## src/rtl/fetch_unit.sv

```systemverilog
// fetch_unit: IF stage with a DEPTH-entry show-ahead prefetch queue, redirect flush, optional perf counters (FETCH_PERF_CNT_EN)
module fetch_unit #(
   parameter int              PC_W     = 7,
   parameter int              INSTR_W  = 32,
   parameter int              DEPTH    = 4,
   parameter int              ISTEP    = 4,
   parameter logic [PC_W-1:0] PC_RESET = '0
) (
   input  logic               clk,
   input  logic               reset,
   output logic               imem_req,
   output logic [PC_W-1:0]    imem_addr,
   input  logic [INSTR_W-1:0] imem_rdata,
   input  logic               redirect_valid,
   input  logic [PC_W-1:0]    redirect_addr,
   input  logic               id_ready,
   output logic               if_valid,
   output logic [INSTR_W-1:0] if_instr,
   output logic [PC_W-1:0]    if_pc_inc,
   output logic [31:0]        perf_stall_cnt,
   output logic [31:0]        perf_flush_cnt,
   output logic [31:0]        perf_empty_cnt
);
   localparam int PW = $clog2(DEPTH);
   localparam int CW = PW + 1;

   logic [PC_W-1:0]    r_pc, r_tag;
   logic               r_inflight;
   logic [INSTR_W-1:0] r_q_instr [DEPTH];
   logic [PC_W-1:0]    r_q_pc [DEPTH];
   logic [PW-1:0]      r_wp, r_rp;
   logic [CW-1:0]      r_count;
   logic               w_push, w_pop;

   // request only when a queue slot is reserved for it; head shown combinationally
   always_comb begin
      imem_req  = !reset && !redirect_valid && ((r_count + CW'(r_inflight)) < CW'(DEPTH));
      imem_addr = r_pc;
      if_valid  = !reset && !redirect_valid && (r_count != '0);
      w_pop     = if_valid && id_ready;
      w_push    = r_inflight && !redirect_valid;
      if_instr  = if_valid ? r_q_instr[r_rp] : '0;
      if_pc_inc = if_valid ? r_q_pc[r_rp] : '0;
   end

   // pc, in-flight tag and queue pointers; reset beats redirect beats normal flow
   always_ff @(posedge clk) begin
      if (reset) begin
         r_pc       <= PC_RESET;
         r_tag      <= '0;
         r_inflight <= 1'b0;
         r_wp       <= '0;
         r_rp       <= '0;
         r_count    <= '0;
      end else if (redirect_valid) begin
         r_pc       <= redirect_addr;
         r_inflight <= 1'b0;
         r_wp       <= '0;
         r_rp       <= '0;
         r_count    <= '0;
      end else begin
         r_inflight <= imem_req;
         if (imem_req) begin
            r_pc  <= r_pc + PC_W'(ISTEP);
            r_tag <= r_pc + PC_W'(ISTEP);
         end
         if (w_push) r_wp <= r_wp + PW'(1);
         if (w_pop) r_rp <= r_rp + PW'(1);
         r_count <= r_count + CW'(w_push) - CW'(w_pop);
      end
   end

   // queue storage; the response to an unsquashed request lands at the tail
   always_ff @(posedge clk) begin
      if (!reset && w_push) begin
         r_q_instr[r_wp] <= imem_rdata;
         r_q_pc[r_wp]    <= r_tag;
      end
   end

`ifdef FETCH_PERF_CNT_EN
   logic [31:0] r_stall, r_flush, r_empty;

   // saturating event counters
   always_ff @(posedge clk) begin
      if (reset) begin
         r_stall <= '0;
         r_flush <= '0;
         r_empty <= '0;
      end else begin
         if (if_valid && !id_ready && r_stall != '1) r_stall <= r_stall + 32'd1;
         if (redirect_valid && r_flush != '1) r_flush <= r_flush + 32'd1;
         if (!if_valid && r_empty != '1) r_empty <= r_empty + 32'd1;
      end
   end

   assign perf_stall_cnt = r_stall;
   assign perf_flush_cnt = r_flush;
   assign perf_empty_cnt = r_empty;
`else
   assign perf_stall_cnt = '0;
   assign perf_flush_cnt = '0;
   assign perf_empty_cnt = '0;
`endif
endmodule
```

## config.mk

```make
export PLATFORM = sky130hd
export DESIGN_NAME = fetch_unit
export DESIGN_NICKNAME = d
export VERILOG_FILES = /design/src/rtl/fetch_unit.sv
export SDC_FILE = /design/constraint.sdc
export NUM_CORES = 1
export LEC_CHECK = 0
export CAP_MARGIN = 25
export CELL_PAD_IN_SITES_DETAIL_PLACEMENT = 0
export CELL_PAD_IN_SITES_GLOBAL_PLACEMENT = 1
export CORE_ASPECT_RATIO = 0.9
export CORE_UTILIZATION = 46
export CTS_BUF_LIST = sky130_fd_sc_hd__clkbuf_2 sky130_fd_sc_hd__clkbuf_4 sky130_fd_sc_hd__clkbuf_8
export CTS_CLUSTER_DIAMETER = 30
export CTS_CLUSTER_SIZE = 8
export DETAILED_ROUTE_END_ITERATION = 7
export PLACE_DENSITY = 0.95
export SLEW_MARGIN = 20
export SYNTH_ARGS = -nofsm -noshare
export SYNTH_HDL_FRONTEND = slang
export SYNTH_SLANG_ARGS = --single-unit
```

## constraint.sdc

```tcl
create_clock -name clk -period 5.7 [get_ports clk]
set_clock_uncertainty 0.05 [all_clocks]
set_input_delay 1.14 -clock clk [delete_from_list [all_inputs] [get_ports clk]]
set_output_delay 1.14 -clock clk [all_outputs]
set_load 0.02 [all_outputs]
```

# ---- Yosys cells after proc, flatten, opt, wreduce, memory -nomap -nowiden
# Memory sizes are Yosys's and may differ from the RTL's. A register that Yosys moved wholly into a read port is not among the register bits.
# Index checks and enable logic that the tools add are counted.
dict set report classes {
  n_eq_ne 0
  n_mux 10
  bitwise_logic 1
  n_addsub 6
  reduce_logical 12
  n_shift 0
  div 0
  multipliers 0
  magnitude_cmp 1
}
# operator n
set ops {}
lappend ops {{$mux W32} 1}
lappend ops {{$mux W7} 3}
lappend ops {{$mux W2} 4}
lappend ops {{$add A7 B3 Y7 const B} 1}
lappend ops {{$add A3 B1 Y3} 2}
lappend ops {{$logic_and A1 B1 Y1} 6}
lappend ops {{$add A2 B1 Y2 const B} 2}
lappend ops {{$lt A3 B3 Y1 const B} 1}
lappend ops {{$reduce_bool A3 Y1} 1}
lappend ops {{$sub A3 B1 Y3} 1}
lappend ops {{$logic_not A1 Y1} 2}
lappend ops {{$mux W1} 2}
lappend ops {{$reduce_and A2 Y1} 1}
lappend ops {{$reduce_bool A2 Y1} 1}
lappend ops {{$reduce_or A2 Y1} 1}
lappend ops {{$not A1 Y1} 1}
dict set report totals {
  register_bits 22
  memories 2
  latch_bits 0
  mem_bits_rw 156
  in_bits 43
  romBits 0
}
# name depth width rd rd_clocked_by_memory_dff write_ports line_no
set memory_table {}
lappend memory_table {r_q_instr 4 32 1 1 1 29} ;# logic [INSTR_W-1:0] r_q_instr [DEPTH];
lappend memory_table {r_q_pc 4 7 1 1 1 30} ;# logic [PC_W-1:0] r_q_pc [DEPTH];

# ---- Depth between registers and ports, before layout
dict set report depth {
  ltp_word 6
  ltp_mapped 11
  depth_no_buf 10
}

# ---- Least setup slack after synthesis
# Ideal clock, no wire load.
dict set report synth_path {
  path_type {input to output}
  start {in reset}
  end {out if_instr[0]}
  path_slack_ps 2336
  t_arrival_ps 2174
  required_time_ps 4510
  stages 5
  cell_sequence {clkbuf_1 nor2_1 clkbuf_1 clkbuf_1 and3_1}
}
dict set report synth_via {
  elab_chain_cells 4
}
# element line_no
set synth_rtl {}
lappend synth_rtl {{start, declared} 10} ;# input logic reset,
lappend synth_rtl {{$logic_not A1 Y1} 39} ;# if_valid = !reset && !redirect_valid && (r_count != '0);
lappend synth_rtl {{$logic_and A1 B1 Y1 (2 in a row)} 39}
lappend synth_rtl {{$mux W32} 42} ;# if_instr = if_valid ? r_q_instr[r_rp] : '0;
lappend synth_rtl {{end, declared} 18} ;# output logic [INSTR_W-1:0] if_instr,
# No other way between the ends.

# ---- Worst setup path after layout
dict set report layout_path {
  start {in redirect_valid}
  end {out if_pc_inc[3]}
}
dict set report layout_via {
  elab_chain_cells 4
}
# element line_no
set layout_rtl {}
lappend layout_rtl {{start, declared} 14} ;# input logic redirect_valid,
lappend layout_rtl {{$logic_not A1 Y1} 39}
lappend layout_rtl {{$logic_and A1 B1 Y1 (2 in a row)} 39}
lappend layout_rtl {{$mux W7} 43} ;# if_pc_inc = if_valid ? r_q_pc[r_rp] : '0;
lappend layout_rtl {{end, declared} 19} ;# output logic [PC_W-1:0] if_pc_inc,
# No other way between the ends.

==> results.py <==
metrics = {
    "timing": {
        "final.setup.tns_ns": 0,
        "max_freq_ghz": 0.2074,
        "final-max-slew-violation-count": 0,
        "tightest_slew_ns": 0.8226,
        "timing.hold.ws_ns": 0.4211,
        "finalWorstSetupSlack_ns": 0.8779,
        "fin_crit_ns": 4.822,
        "maxSlewHeadroom_pct": 45.03,
        "finalHoldViolCount": 0,
        "setup_viol": 0,
        "rsz0062_at_grt": "no",
        "fin_crit_sh_pct": 84.60,
    },
    "setup_path": {
        "cpPeakStageDelay_ns": 0.80,
        "cp_common_cell": "clkdlybuf4s50_1",
        "worstPathRequired_ns": 4.51,
        "slowest_stage": "nor2_4",
        "setup.worst_path.end_class": "output port",
        "cp.depth": 4,
        "worst-r2r-cell-count": 10,
        "critPathLaunchType": "input port",
        "worstPathArrival_ns": 3.63,
        "cp_cell_sequence": "clkdlybuf4s50_1, nor2_4, and3_1, clkdlybuf4s50_1",
        "critPathTopFamily": "buffers and inverters",
        "path_buf_inv": 2,
        "ff2ff_setup_slack_ns": 3.00,
        "critPathKind": "in -> out",
        "crit_fanout": 42,
    },
    "power_and_ir_drop": {
        "p_comb_share_pct": 6.5,
        "p_seq_share_pct": 58.7,
        "switching_share_pct": 22.06,
        "p_per_area_nw_per_um2": 275.7,
        "power_mw": 2.471,
        "power_frac_clock_pct": 34.8,
        "max-vdd-ir-drop_mv": 0.1638,
        "p_leak_nw": 3.220,
        "intPower_mw": 1.926,
        "power.switching_uw": 545.0,
    },
    "clock_network": {
        "clkLatencyLatePin_ns": 0.45,
        "htreeDepth": 4,
        "cts.sinks": 180,
        "clockRootBuffer": "clkbuf_8",
        "cts_resized": 0,
        "cts_tree": "yes",
        "cts_hold_buf": 0,
        "cts.clk_slew.worst_paths_ns": 0.08,
        "cts_setup_buffers": 0,
        "clock_tree.buffer_depth": 2,
        "numCtsBuffers": 17,
    },
    "layout": {
        "n_antenna_cell": 0,
        "nets": 612,
        "multi_input_area_um2": 2059,
        "ff_latch_area_um2": 5170,
        "fill_cells": 1282,
        "stdcell_count": 781,
        "drive_gt1_share_pct": 15.68,
        "syn_to_final_growth_pct": 16.37,
    },
    "floorplanning": {
        "num_rows": 44,
        "core_um2": 16240,
        "die-area_um2": 17270,
        "die-width_um": 138.4,
        "die_y_um": 124.8,
        "start_util_pct": 47.43,
        "ios": 187,
    },
    "routing": {
        "drc": 42,
        "vias": 3767,
        "first_pass_iters": 7,
        "drt-initial-drc-count": 301,
        "ant_nets": 0,
        "wl_per_cell_um": 16.34,
        "wl_um": 12760,
        "via_per_inst": 4.823,
    },
    "synth": {
        "synth_largest_area_cell": "edfxtp_1",
        "synth_top_area_share_pct": 60.82,
        "synthCells": 467,
        "synth_area_um2": 7702,
        "yosysUniqueCellTypes": 38,
        "synth_flop_cell": "edfxtp_1",
        "yosys_warnings": 0,
        "synthTopCellsByArea": "edfxtp_1 (61%), mux4_2 (11%), buf_4 (9.5%), dfxtp_1 (6.2%), and3_1 (3.6%)",
        "synth_edf_count": 156,
        "synth_seq_cells": 180,
        "ys_async_sr_fraction_pct": 0,
        "synth.avg_cell_area_um2": 16.49,
        "synth-seq-area-share_pct": 67.06,
    },
    "global_routing": {
        "grt_max_degree": 43,
        "grt_pass1_vias": 3736,
        "antenna_found_initial": 0,
        "grt_usage_pct": 15.40,
        "grt_pass1_wl_um": 20040,
        "overflow": 0,
    },
    "status": {
        "outcome": "finished with violations",
        "violations": "design-rule violations",
    },
    "placement": {
        "place.detailed.hpwl_um": 7864,
        "dp_slack_ns": 0.8511,
        "numPortBuffers": 90,
        "globalplace.congestion": 0.7266,
        "place_inst": 748,
    },
    "worst_hold_path": {
        "hold_depth": 1,
        "holdCritPathClass": "reg -> reg",
    },
    "job": {
        "cap_violations": 0,
    },
}
power groups by stage:
stage	sequential (mW)	clock, mW	combinational (mW)
2_1_floorplan	1.48	0	0.144
3_3_place_gp	1.48	0	0.155
3_5_place_dp	1.48	0	0.160
4_1_cts	1.45	0.879	0.161
5_1_grt	1.45	0.932	0.173
6_report	1.45	0.859	0.161
logic make-up (layout without fill, tap and decap cells):
group | after synthesis | in the layout | share of synthesized area, %
AOI/OAI and AO/OA | 13 | 13 | 1.105
xor gates and xnor gates | 8 | 8 | 0.9097
adders and majority gates | 8 | 8 | 1.397
buffers and inverters | 126 | 138 | 11.05
DFF | 180 | 180 | 67.06
muxes | 44 | 44 | 12.05
other | 1 | 96 | 0.04869
and+or+nand+nor | 87 | 87 | 6.384
Yosys cell counts (2+ instances only):
master / count
mux4_2: 39
a211oi_1: 2
inv_1: 6
clkbuf_1: 14
and3_1: 44
xnor2_1: 7
mux2i_1: 5
buf_4: 97
nand2b_1: 2
nand3_1: 4
a21oi_1: 6
edfxtp_1: 156
ha_1: 7
and2_1: 2
nand2_1: 15
buf_1: 2
buf_2: 5
dfxtp_1: 24
nor2_1: 10
nand3b_1: 2
worst reg2reg max path: cells and delay by family (launching register included):
kind	cells	cell delay, ns
XOR/XNOR	2	0.31
adder cells (fa/ha/maj)	3	0.79
buffers and inverters	2	0.10
flip-flops	1	0.37
AND/OR/NAND/NOR	3	0.99
cells in the final DEF (no fill, tap or decap), drive strengths merged, types with 3 or more instances in the layout:
| cell type | instances |
|---|---|
| edfxtp | 156 |
| conb | 96 |
| clkdlybuf4s50 | 90 |
| and3 | 45 |
| mux4 | 39 |
| dfxtp | 24 |
| clkbuf | 21 |
| nand2 | 15 |
| nor2 | 10 |
| inv | 9 |
| buf | 9 |
| xnor2 | 7 |
| ha | 7 |
| a21oi | 6 |
| mux2i | 5 |
| nand3 | 4 |
| clkinvlp | 4 |
| clkinv | 3 |
metal layers:
metal  track usage (%)  part of all wire, %  up-vias
met4             6.808                 0.92        0
met1             19.37                   42     1860
met2             25.29                   51      154
met5                 0                    0        -
li1                  -                    -     1745
met3             3.883                  6.0        8
final cells by class:
cell class	instances	area share [%]
Timing Repair Buffer	99	11.61
Inverter	7	0.2931
Multi-Input combinational cell	256	22.98
Tap cell	207	2.889
Clock inverter	11	1.396
Sequential cell	180	57.68
Clock buffer	21	3.155
sequential cells by signal (all words and copies together), names as in the netlist, named ones only:
signal and cells:
r_q_pc 28, imem_addr 7, r_q_instr 128, r_count 3
r_tag 7, r_inflight 1, r_rp 2, r_wp 2
per-stage QoR:
| stage | instance area, um2 | util [%] |
|---|---|---|
| 3_3_place_gp | 8449 | 52.03 |
| 2_1_floorplan | 8059 | - |
| 4_1_cts | 8932 | 55.00 |
| 6_report | 8964 | 55.19 |
| 5_1_grt | 8964 | 55.19 |
| 3_5_place_dp | 8524 | 52.49 |
final timing paths:
check	start	end
setup / recovery	redirect_valid	if_pc_inc[3]
hold / removal	r_rp[1]$_SDFFE_PP0P_	register
setup reg to reg	r_count[1]$_SDFF_PP0_	r_count[2]$_SDFF_PP0_
hold reg to reg	r_rp[1]$_SDFFE_PP0P_	register
Power figures use the tool's default switching activity.
